[src/rtl/counter2_sched_if.sv]
// Bus between the counter2 scheduler, its requesters and the counter2 instance it drives.
// The master side holds requests and returns cnt_eq; the slave side is the scheduler.
interface counter2_sched_if #(
  parameter int N     = 4,
  parameter int WIDTH = 8
);
  logic [N-1:0]       req;
  logic [N*WIDTH-1:0] req_len;
  logic [N-1:0]       gnt;
  logic [N-1:0]       done;
  logic               busy;
  logic               cnt_clr;
  logic               cnt_en;
  logic [WIDTH-1:0]   cnt_max;
  logic               cnt_eq;

  modport master (
    output req, req_len, cnt_eq,
    input  gnt, done, busy, cnt_clr, cnt_en, cnt_max
  );

  modport slave (
    input  req, req_len, cnt_eq,
    output gnt, done, busy, cnt_clr, cnt_en, cnt_max
  );
endinterface

[src/rtl/counter2_sched.sv]
// Round-robin scheduler that time-shares one counter2 among N requesters,
// loading max_val, sequencing clr/en and pulsing done to the owner on eq.
module counter2_sched #(
  parameter int N     = 4,
  parameter int WIDTH = 8
) (
  input logic             clk,
  input logic             rst_n,
  counter2_sched_if.slave bus
);

  localparam int PTR_W = (N > 1) ? $clog2(N) : 1;

  localparam logic [1:0] S_IDLE  = 2'd0;
  localparam logic [1:0] S_CLEAR = 2'd1;
  localparam logic [1:0] S_RUN   = 2'd2;
  localparam logic [1:0] S_DONE  = 2'd3;

  logic [1:0]       r_state;
  logic [PTR_W-1:0] r_ptr;
  logic [N-1:0]     r_gnt;
  logic [N-1:0]     r_done;
  logic [WIDTH-1:0] r_cnt_max;

  logic             w_found;
  logic [PTR_W-1:0] w_winner;
  logic [PTR_W-1:0] w_ptr_next;
  logic             w_owner_req;

  // Circular search for the first set request at or after the rr pointer.
  always_comb begin
    int idx;
    // NOTE: every always_comb output gets a default first so no path leaves it unassigned (no latch).
    w_found  = 1'b0;
    w_winner = '0;
    idx      = 0;
    for (int k = 0; k < N; k++) begin
      idx = int'(r_ptr) + k;
      if (idx >= N) idx = idx - N;
      if (!w_found && bus.req[idx]) begin
        w_found  = 1'b1;
        w_winner = PTR_W'(idx);
      end
    end
  end

  assign w_ptr_next  = (w_winner == PTR_W'(N - 1)) ? '0 : w_winner + PTR_W'(1);
  assign w_owner_req = |(bus.req & r_gnt);

  // NOTE: sequential state uses non-blocking assignments so every register sees pre-edge values.
  always_ff @(posedge clk or negedge rst_n) begin
    if (!rst_n) begin
      r_state   <= S_IDLE;
      r_ptr     <= '0;
      r_gnt     <= '0;
      r_done    <= '0;
      r_cnt_max <= '0;
    end else begin
      r_done <= '0;
      case (r_state)
        S_IDLE: begin
          if (w_found) begin
            r_state   <= S_CLEAR;
            r_gnt     <= N'(1) << w_winner;
            r_cnt_max <= bus.req_len[w_winner*WIDTH +: WIDTH];
            r_ptr     <= w_ptr_next;
          end
        end
        S_CLEAR: begin
          if (!w_owner_req) begin
            r_state <= S_IDLE;
            r_gnt   <= '0;
          end else begin
            r_state <= S_RUN;
          end
        end
        S_RUN: begin
          // A dropped request abandons the count even if eq fires in the same cycle.
          if (!w_owner_req) begin
            r_state <= S_IDLE;
            r_gnt   <= '0;
          end else if (bus.cnt_eq) begin
            r_state <= S_DONE;
            r_done  <= r_gnt;
          end
        end
        S_DONE: begin
          r_state <= S_IDLE;
          r_gnt   <= '0;
        end
        default: begin
          r_state <= S_IDLE;
          r_gnt   <= '0;
        end
      endcase
    end
  end

  assign bus.gnt     = r_gnt;
  assign bus.done    = r_done;
  assign bus.cnt_max = r_cnt_max;
  assign bus.busy    = (r_state != S_IDLE);
  assign bus.cnt_clr = (r_state == S_CLEAR);
  // en drops at eq so the counter parks on max_val, even for the all-ones value.
  assign bus.cnt_en  = (r_state == S_RUN) && !bus.cnt_eq;

endmodule

[src/flat_wrapper.sv]
// flat-port wrapper written by rule: the top's interface ports become plain ports
module counter2_sched_flat 
#(
  parameter int N     = 4,
  parameter int WIDTH = 8
)
  (clk, rst_n, bus_req, bus_req_len, bus_cnt_eq, bus_gnt, bus_done, bus_busy, bus_cnt_clr, bus_cnt_en, bus_cnt_max);
  counter2_sched_if #(.N(N), .WIDTH(WIDTH)) bus_i ();
  input logic clk;
  input logic rst_n;
  input wire logic [$bits(bus_i.req)-1:0] bus_req;
  input wire logic [$bits(bus_i.req_len)-1:0] bus_req_len;
  input wire logic [$bits(bus_i.cnt_eq)-1:0] bus_cnt_eq;
  output wire logic [$bits(bus_i.gnt)-1:0] bus_gnt;
  output wire logic [$bits(bus_i.done)-1:0] bus_done;
  output wire logic [$bits(bus_i.busy)-1:0] bus_busy;
  output wire logic [$bits(bus_i.cnt_clr)-1:0] bus_cnt_clr;
  output wire logic [$bits(bus_i.cnt_en)-1:0] bus_cnt_en;
  output wire logic [$bits(bus_i.cnt_max)-1:0] bus_cnt_max;
  assign bus_i.req = bus_req;
  assign bus_i.req_len = bus_req_len;
  assign bus_i.cnt_eq = bus_cnt_eq;
  assign bus_gnt = bus_i.gnt;
  assign bus_done = bus_i.done;
  assign bus_busy = bus_i.busy;
  assign bus_cnt_clr = bus_i.cnt_clr;
  assign bus_cnt_en = bus_i.cnt_en;
  assign bus_cnt_max = bus_i.cnt_max;
  counter2_sched #(.N(N), .WIDTH(WIDTH)) u_core (.clk(clk), .rst_n(rst_n), .bus(bus_i));
endmodule
[config.mk]
export PLATFORM = sky130hd
export DESIGN_NAME = counter2_sched_flat
export DESIGN_NICKNAME = d
export VERILOG_FILES = /design/src/rtl/counter2_sched_if.sv /design/src/rtl/counter2_sched.sv /design/src/flat_wrapper.sv
export SDC_FILE = /design/constraint.sdc
export NUM_CORES = 1
export LEC_CHECK = 0
export CAP_MARGIN = 40
export CELL_PAD_IN_SITES_DETAIL_PLACEMENT = 2
export CELL_PAD_IN_SITES_GLOBAL_PLACEMENT = 2
export CORE_MARGIN = 2
export CORE_UTILIZATION = 26
export DETAILED_ROUTE_END_ITERATION = 8
export GPL_TIMING_DRIVEN = 0
export HOLD_SLACK_MARGIN = 0.1
export PLACE_DENSITY = 0.89
export RECOVER_POWER = 25
export SYNTH_ARGS = -nofsm -noshare
export SYNTH_HDL_FRONTEND = slang
export SYNTH_SLANG_ARGS = --single-unit
[constraint.sdc]
create_clock -name clk -period 3.5 [get_ports clk]
set_clock_uncertainty 0.15 [all_clocks]
set_input_delay 0.7 -clock clk [delete_from_list [all_inputs] [get_ports clk]]
set_output_delay 0.7 -clock clk [all_outputs]
set_load 0.01 [all_outputs]
==> results.cfg, run 1 <==
[run_status]
outcome = completed

[routing]
drt_first_pass_iters = 4
wl_per_cell_um = 17.4
ant_nets = 0
via_per_inst = 4.78
drc = 0
drt_iter0_markers = 30
num_vias = 1232
wirelength_mm = 4.48

[power_and_ir_drop]
switchingPower_mw = 0.573
pwr-share-comb_pct = 60.7
power.share.sequential_pct = 28.3
pwr-share-clk_pct = 11.0
leakage_nw = 0.872
intPower_mw = 0.830
power_per_cell_area_nw_per_um2 = 706
ir_drop_mv = 0.255
sw_frac_of_total_pct = 40.8

[timing]
worstMarginPinSlew_ns = 0.832
slew_headroom_pct = 44.6
period_share_pct = 79.1
setup_tns_ns = 0
period_minus_slack_ns = 2.77
setup_violations = 0
hold_viol = 0
drv_slew = 0
max_freq_mhz = 361
timing.hold.ws_ns = 0.356
rsz0062_at_grt = false

[critical_path]
end_kind = flop
critPathMaxFanout = 11
startpoint_type = input port
crit_arrival_ns = 2.77
critPathKind = input port to flop
crit_required_ns = 3.50
r2r_cells = 8

[die]
die-area_um2 = 5530
die_h_um = 74.4
coreArea_um2 = 4750
fp.dieW_um = 74.4
start_util_pct = 27.1
boundaryPins = 58
rows = 25

[synthesis]
ys_warn_count = 0
synth_area_per_cell_um2 = 9.90
ys_seq_area_share_pct = 38.9
netlist_area_um2 = 1290
ys_types = 32
syn_inst = 130
syn_nets = 177
synth-seq-cells = 20

[layout]
drive_gt1_share_pct = 8.38
n_antenna_cell = 0
fill_cells = 527
fin_nets = 240
final_cell_mix = 56 x clkdlybuf4s50_1, 20 x mux2i_1, 20 x dfrtp_1
mostFrequentLayoutCell = clkdlybuf4s50_1
syn2layout_area_growth_pct = 54.3

[global_routing]
grt_overflow = 0
grt_pass1_vias = 1403
grt_max_degree = 15
antenna_found_initial = 0
grt_pass1_wl_mm = 7.31
grt_usage_pct = 17.3

[placed_design]
dp_hpwl_mm = 3.66
port_buffers = 57
place.gp.congestion = 0.772

[clocking]
cts_sinks = 20
htreeDepth = 1
cts-root-buf = clkbuf_8
hold_buffers = 0
cts.clk_slew.worst_paths_ns = 0.07
cts-resized-gates = 0
cts_buffers = 3
ctsLongestPathBuffers = 2
postCtsSetupBuffers = 0
clk_latency_ns = 0.26
cts_tree = yes

[hold_path]
hold_depth = 2
hp-class = flop to flop

[flow_run]
maxCapViolCount = 0
==> final cells by class <==
cell class | count | area (µm²) | share of cell area (%)
Buffer | 5 | 52.6 | 2.64
Tap cell | 67 | 83.8 | 4.22
Inverter | 11 | 41.3 | 2.08
Timing Repair Buffer | 58 | 574 | 28.9
Clock buffer | 3 | 41.3 | 2.08
Multi-Input combinational cell | 94 | 693 | 34.9
Sequential cell | 20 | 500 | 25.2
==> worst max-delay path: stages <==
cell	delay, ns
clkdlybuf4s50_1	0.63
nor2b_2	0.23
a21oi_1	0.07
o211ai_2	0.16
buf_6	0.19
buf_12	0.17
inv_1	0.07
ha_1	0.28
mux2_2	0.26
==> logic make-up after synthesis <==
group / after synthesis / synth area share [%]
AOI/OAI and AO/OA: 23 / 13.6
muxes: 22 / 17.3
and+or+nand+nor: 41 / 15.2
buffers and inverters: 16 / 7.29
adders and majority gates: 8 / 7.77
DFF: 20 / 38.9
==> metrics by stage <==
| stage | util, % | area (µm²) | instances | total power, mW | setup WS [ns] |
|---|---|---|---|---|---|
| detailed placement | 41.2 | 1960 | 255 | 1.27 | 0.454 |
| global placement | 40.8 | 1940 | 254 | 1.20 | 0.574 |
| floorplan | - | 1290 | 130 | 0.892 | 1.32 |
| finish | 41.8 | 1990 | 258 | 1.40 | 0.732 |
| CTS | 42.0 | 2000 | 258 | 1.43 | 0.725 |
| global route | 41.8 | 1990 | 258 | 1.53 | 0.635 |
==> power groups by stage <==
stage	clock [mW]	combinational, mW	sequential [mW]
2_1_floorplan	0	0.482	0.410
3_3_place_gp	0	0.809	0.391
3_5_place_dp	0	0.862	0.405
4_1_cts	0.157	0.873	0.400
5_1_grt	0.164	0.949	0.413
6_report	0.154	0.852	0.397
==> synthesized netlist by cell type <==
cell / instances / area (µm²)
or2_1: 1 / 6.26
ha_1: 8 / 100
inv_1: 10 / 37.5
buf_2: 1 / 5.00
dfrtp_1: 20 / 500
nand3_1: 3 / 15.0
a31oi_1: 1 / 6.26
o21a_1: 1 / 7.51
nand2b_1: 2 / 12.5
buf_6: 2 / 22.5
clkbuf_2: 1 / 5.00
nor2_1: 8 / 30.0
a2bb2oi_1: 1 / 8.76
nor2b_1: 2 / 12.5
nor3b_1: 1 / 7.51
nand2_1: 18 / 67.6
a22oi_1: 2 / 15.0
and3_1: 1 / 6.26
nor2b_2: 2 / 17.5
o221ai_1: 8 / 70.1
o32a_2: 1 / 11.3
o21ai_0: 3 / 15.0
o21ai_1: 1 / 5.00
mux2i_1: 20 / 200
nor3_1: 2 / 10.0
a21oi_1: 3 / 15.0
a22o_1: 1 / 8.76
inv_2: 1 / 3.75
mux2_2: 2 / 22.5
buf_12: 1 / 20.0
and3b_2: 1 / 10.0
o211ai_2: 1 / 12.5
==> worst paths after layout <==
check,start,end,slack [ns]
min in group asynchronous,rst_n,u_core.bus.cnt_max[2],0.63
max in group asynchronous,rst_n,u_core.bus.cnt_max[7],1.51
setup / recovery,bus_req[0],u_core.r_ptr[1],0.73
hold reg to reg,u_core.bus.cnt_max[0],u_core.bus.cnt_max[0],0.36
setup reg to reg,u_core.r_ptr[0],u_core.r_ptr[1],1.38
hold / removal,u_core.bus.cnt_max[0],u_core.bus.cnt_max[0],0.36
==> flip-flops by register name (all words and copies together), names as in the netlist <==
signal	flops
u_core.bus.cnt_max	8
u_core.bus.done	4
u_core.bus.gnt	4
u_core.r_ptr	2
u_core.r_state	2
==> per-layer routing <==
layer  share of wire, %  track usage, %  up-vias
met3                2.7            1.63        0
met2                 57            32.8       22
met4                  0            2.98        0
met5                  0               0        -
li1                   -               -      584
met1                 40            21.2      626
Note: power is estimated with default switching activity, not from simulation.
==> run 2: changes to the inputs <==
--- a/config.mk
+++ b/config.mk
@@ -9,11 +9,11 @@
 export CELL_PAD_IN_SITES_DETAIL_PLACEMENT = 2
 export CELL_PAD_IN_SITES_GLOBAL_PLACEMENT = 2
 export CORE_MARGIN = 2
-export CORE_UTILIZATION = 26
+export CORE_UTILIZATION = 21
 export DETAILED_ROUTE_END_ITERATION = 8
 export GPL_TIMING_DRIVEN = 0
 export HOLD_SLACK_MARGIN = 0.1
-export PLACE_DENSITY = 0.89
+export PLACE_DENSITY = 0.77
 export RECOVER_POWER = 25
 export SYNTH_ARGS = -nofsm -noshare
 export SYNTH_HDL_FRONTEND = slang
==> constraint.sdc (replaced) <==
create_clock -name clk -period 2.5 [get_ports clk]
set_clock_uncertainty 0.15 [all_clocks]
set_input_delay 0.5 -clock clk [delete_from_list [all_inputs] [get_ports clk]]
set_output_delay 0.5 -clock clk [all_outputs]
set_load 0.01 [all_outputs]
==> run 2 against run 1 <==
Net effect:
- die area rose by 22%
- critical path depth fell by 5
- total power rose by 38%
- critical endpoint is now bus_cnt_en
- highest routed layer is now met4
==> results.cfg, run 2 (synthesized netlist as in run 1, its figures left out) <==
[run_status]
outcome = completed

[timing]
hold_viol = 0
worstMarginPinSlew_ns = 1.04
drv_slew = 0
max_freq_mhz = 418
period_minus_slack_ns = 2.39
rsz0062_at_grt = false
slew_headroom_pct = 30.7
setup_violations = 0
period_share_pct = 95.8
setup_tns_ns = 0

[routing]
wl_met3_um = 210
drt_first_pass_iters = 4
wirelength_mm = 4.25
met2_length_mm = 2.09
wl_per_cell_um = 16.0
top_layer = met4
via_per_inst = 4.56
ant_nets = 0
wl_met1_mm = 1.89
drt_iter0_markers = 36
num_vias = 1213
drc = 0

[hold_path]
hp-class = flop to flop
worstHoldStart = u_core.bus.cnt_max[6]

[flow_run]
maxCapViolCount = 0

[critical_path]
startpoint_type = flop
r2r-start = u_core.r_ptr[0]
crit_arrival_ns = 1.74
crit_required_ns = 1.85
end_kind = output pin
critPathKind = flop to output pin
startpoint = u_core.r_state[0]
critPathMaxFanout = 4

[die]
start_util_pct = 21.7
fp.dieW_um = 82.3
die-area_um2 = 6770
die_h_um = 82.3
rows = 28
boundaryPins = 58
coreArea_um2 = 5920

[global_routing]
antenna_found_initial = 0
grt_pass1_wl_mm = 6.65
grt_max_degree = 18
grt_pass1_vias = 1301
grt_overflow = 0
grt_usage_pct = 13.3

[clocking]
ctsLongestPathBuffers = 2
cts_buffers = 3
cts.clk_slew.worst_paths_ns = 0.08
cts-root-buf = clkbuf_8
cts_sinks = 20
htreeDepth = 1
cts_tree = yes
hold_buffers = 0
clk_latency_ns = 0.26
postCtsSetupBuffers = 0

[power_and_ir_drop]
power_per_cell_area_nw_per_um2 = 967
power.total_mw = 1.94
ir_drop_mv = 0.256
leakage_nw = 0.884

[layout]
utilization_pct = 33.9
fin_nets = 240
syn2layout_area_growth_pct = 55.7
n_antenna_cell = 0
largest_reg_flops = 8
drive_gt1_share_pct = 8.90
mostFrequentLayoutCell = clkdlybuf4s50_1
stdcell_count = 266
final_cell_mix = 53 x clkdlybuf4s50_1, 20 x mux2i_1, 20 x dfrtp_1

[placed_design]
place.gp.congestion = 0.748
dp_hpwl_mm = 3.35
port_buffers = 57
placed_cells = 263
run 2: cell types whose count changed in the layout (fill, tap and decap cells not counted), sizes merged:
cell,before,now
clkdlybuf4s50,56,53
dlygate4sd2,0,2
dlymetal6s2s,0,1
run 2: area by class of cell:
class	instances	area [µm²]
multi-input combinational	94	701
timing repair buffer	58	574
clock buffer	3	41.3
tap	75	93.8
inverter	11	41.3
fill	661	3920
buffer	5	52.6
sequential	20	500
run 2: path summary, 6_finish.rpt:
| kind | to | slack, ns | cells after the start |
|---|---|---|---|
| max in group asynchronous | u_core.bus.cnt_max[1] | 0.63 | 2 |
| max reg2reg | u_core.r_ptr[1] | 0.42 | 8 |
| min reg2reg | u_core.bus.cnt_max[6] | 0.34 | 2 |
| min in group asynchronous | u_core.r_state[1] | 0.36 | 1 |
| max | bus_cnt_en | 0.11 | 4 |
| min | u_core.bus.cnt_max[6] | 0.34 | 2 |
run 2: critical path: stages, from the launching register on:
cell             delay, ns
dfrtp_1               0.41
inv_1                 0.12
ha_1                  0.24
nor2b_1               0.15
clkdlybuf4s50_1       0.54
run 2: metrics by stage:
stage,hold WS (ns),area [µm²],setup WS [ns]
floorplan,0.0544,1290,0.515
global placement,0.323,1950,-0.301
detailed placement,0.329,1970,-0.306
CTS,0.311,2010,0.0966
global route,0.368,2000,0.0625
finish,0.344,2000,0.105
run 2: metal layers:
layer  up-vias  GRT usage (%)
met5         -              0
met4         0           4.50
met3         5           3.26
met2        29           21.3
met1       598           17.6
li1        581              -
run 2: timing repair:
action	CTS	global route
gates resized for setup	3	2
gates cloned	0	0
setup endpoints to repair	1	1
run 2: report_power, final:
part / internal, mW / leakage, nW / switching (mW)
sequential: 0.446 / 0.257 / 0.107
combinational: 0.606 / 0.605 / 0.560
clock: 0.108 / 0.0216 / 0.110
total: 1.16 / 0.884 / 0.778
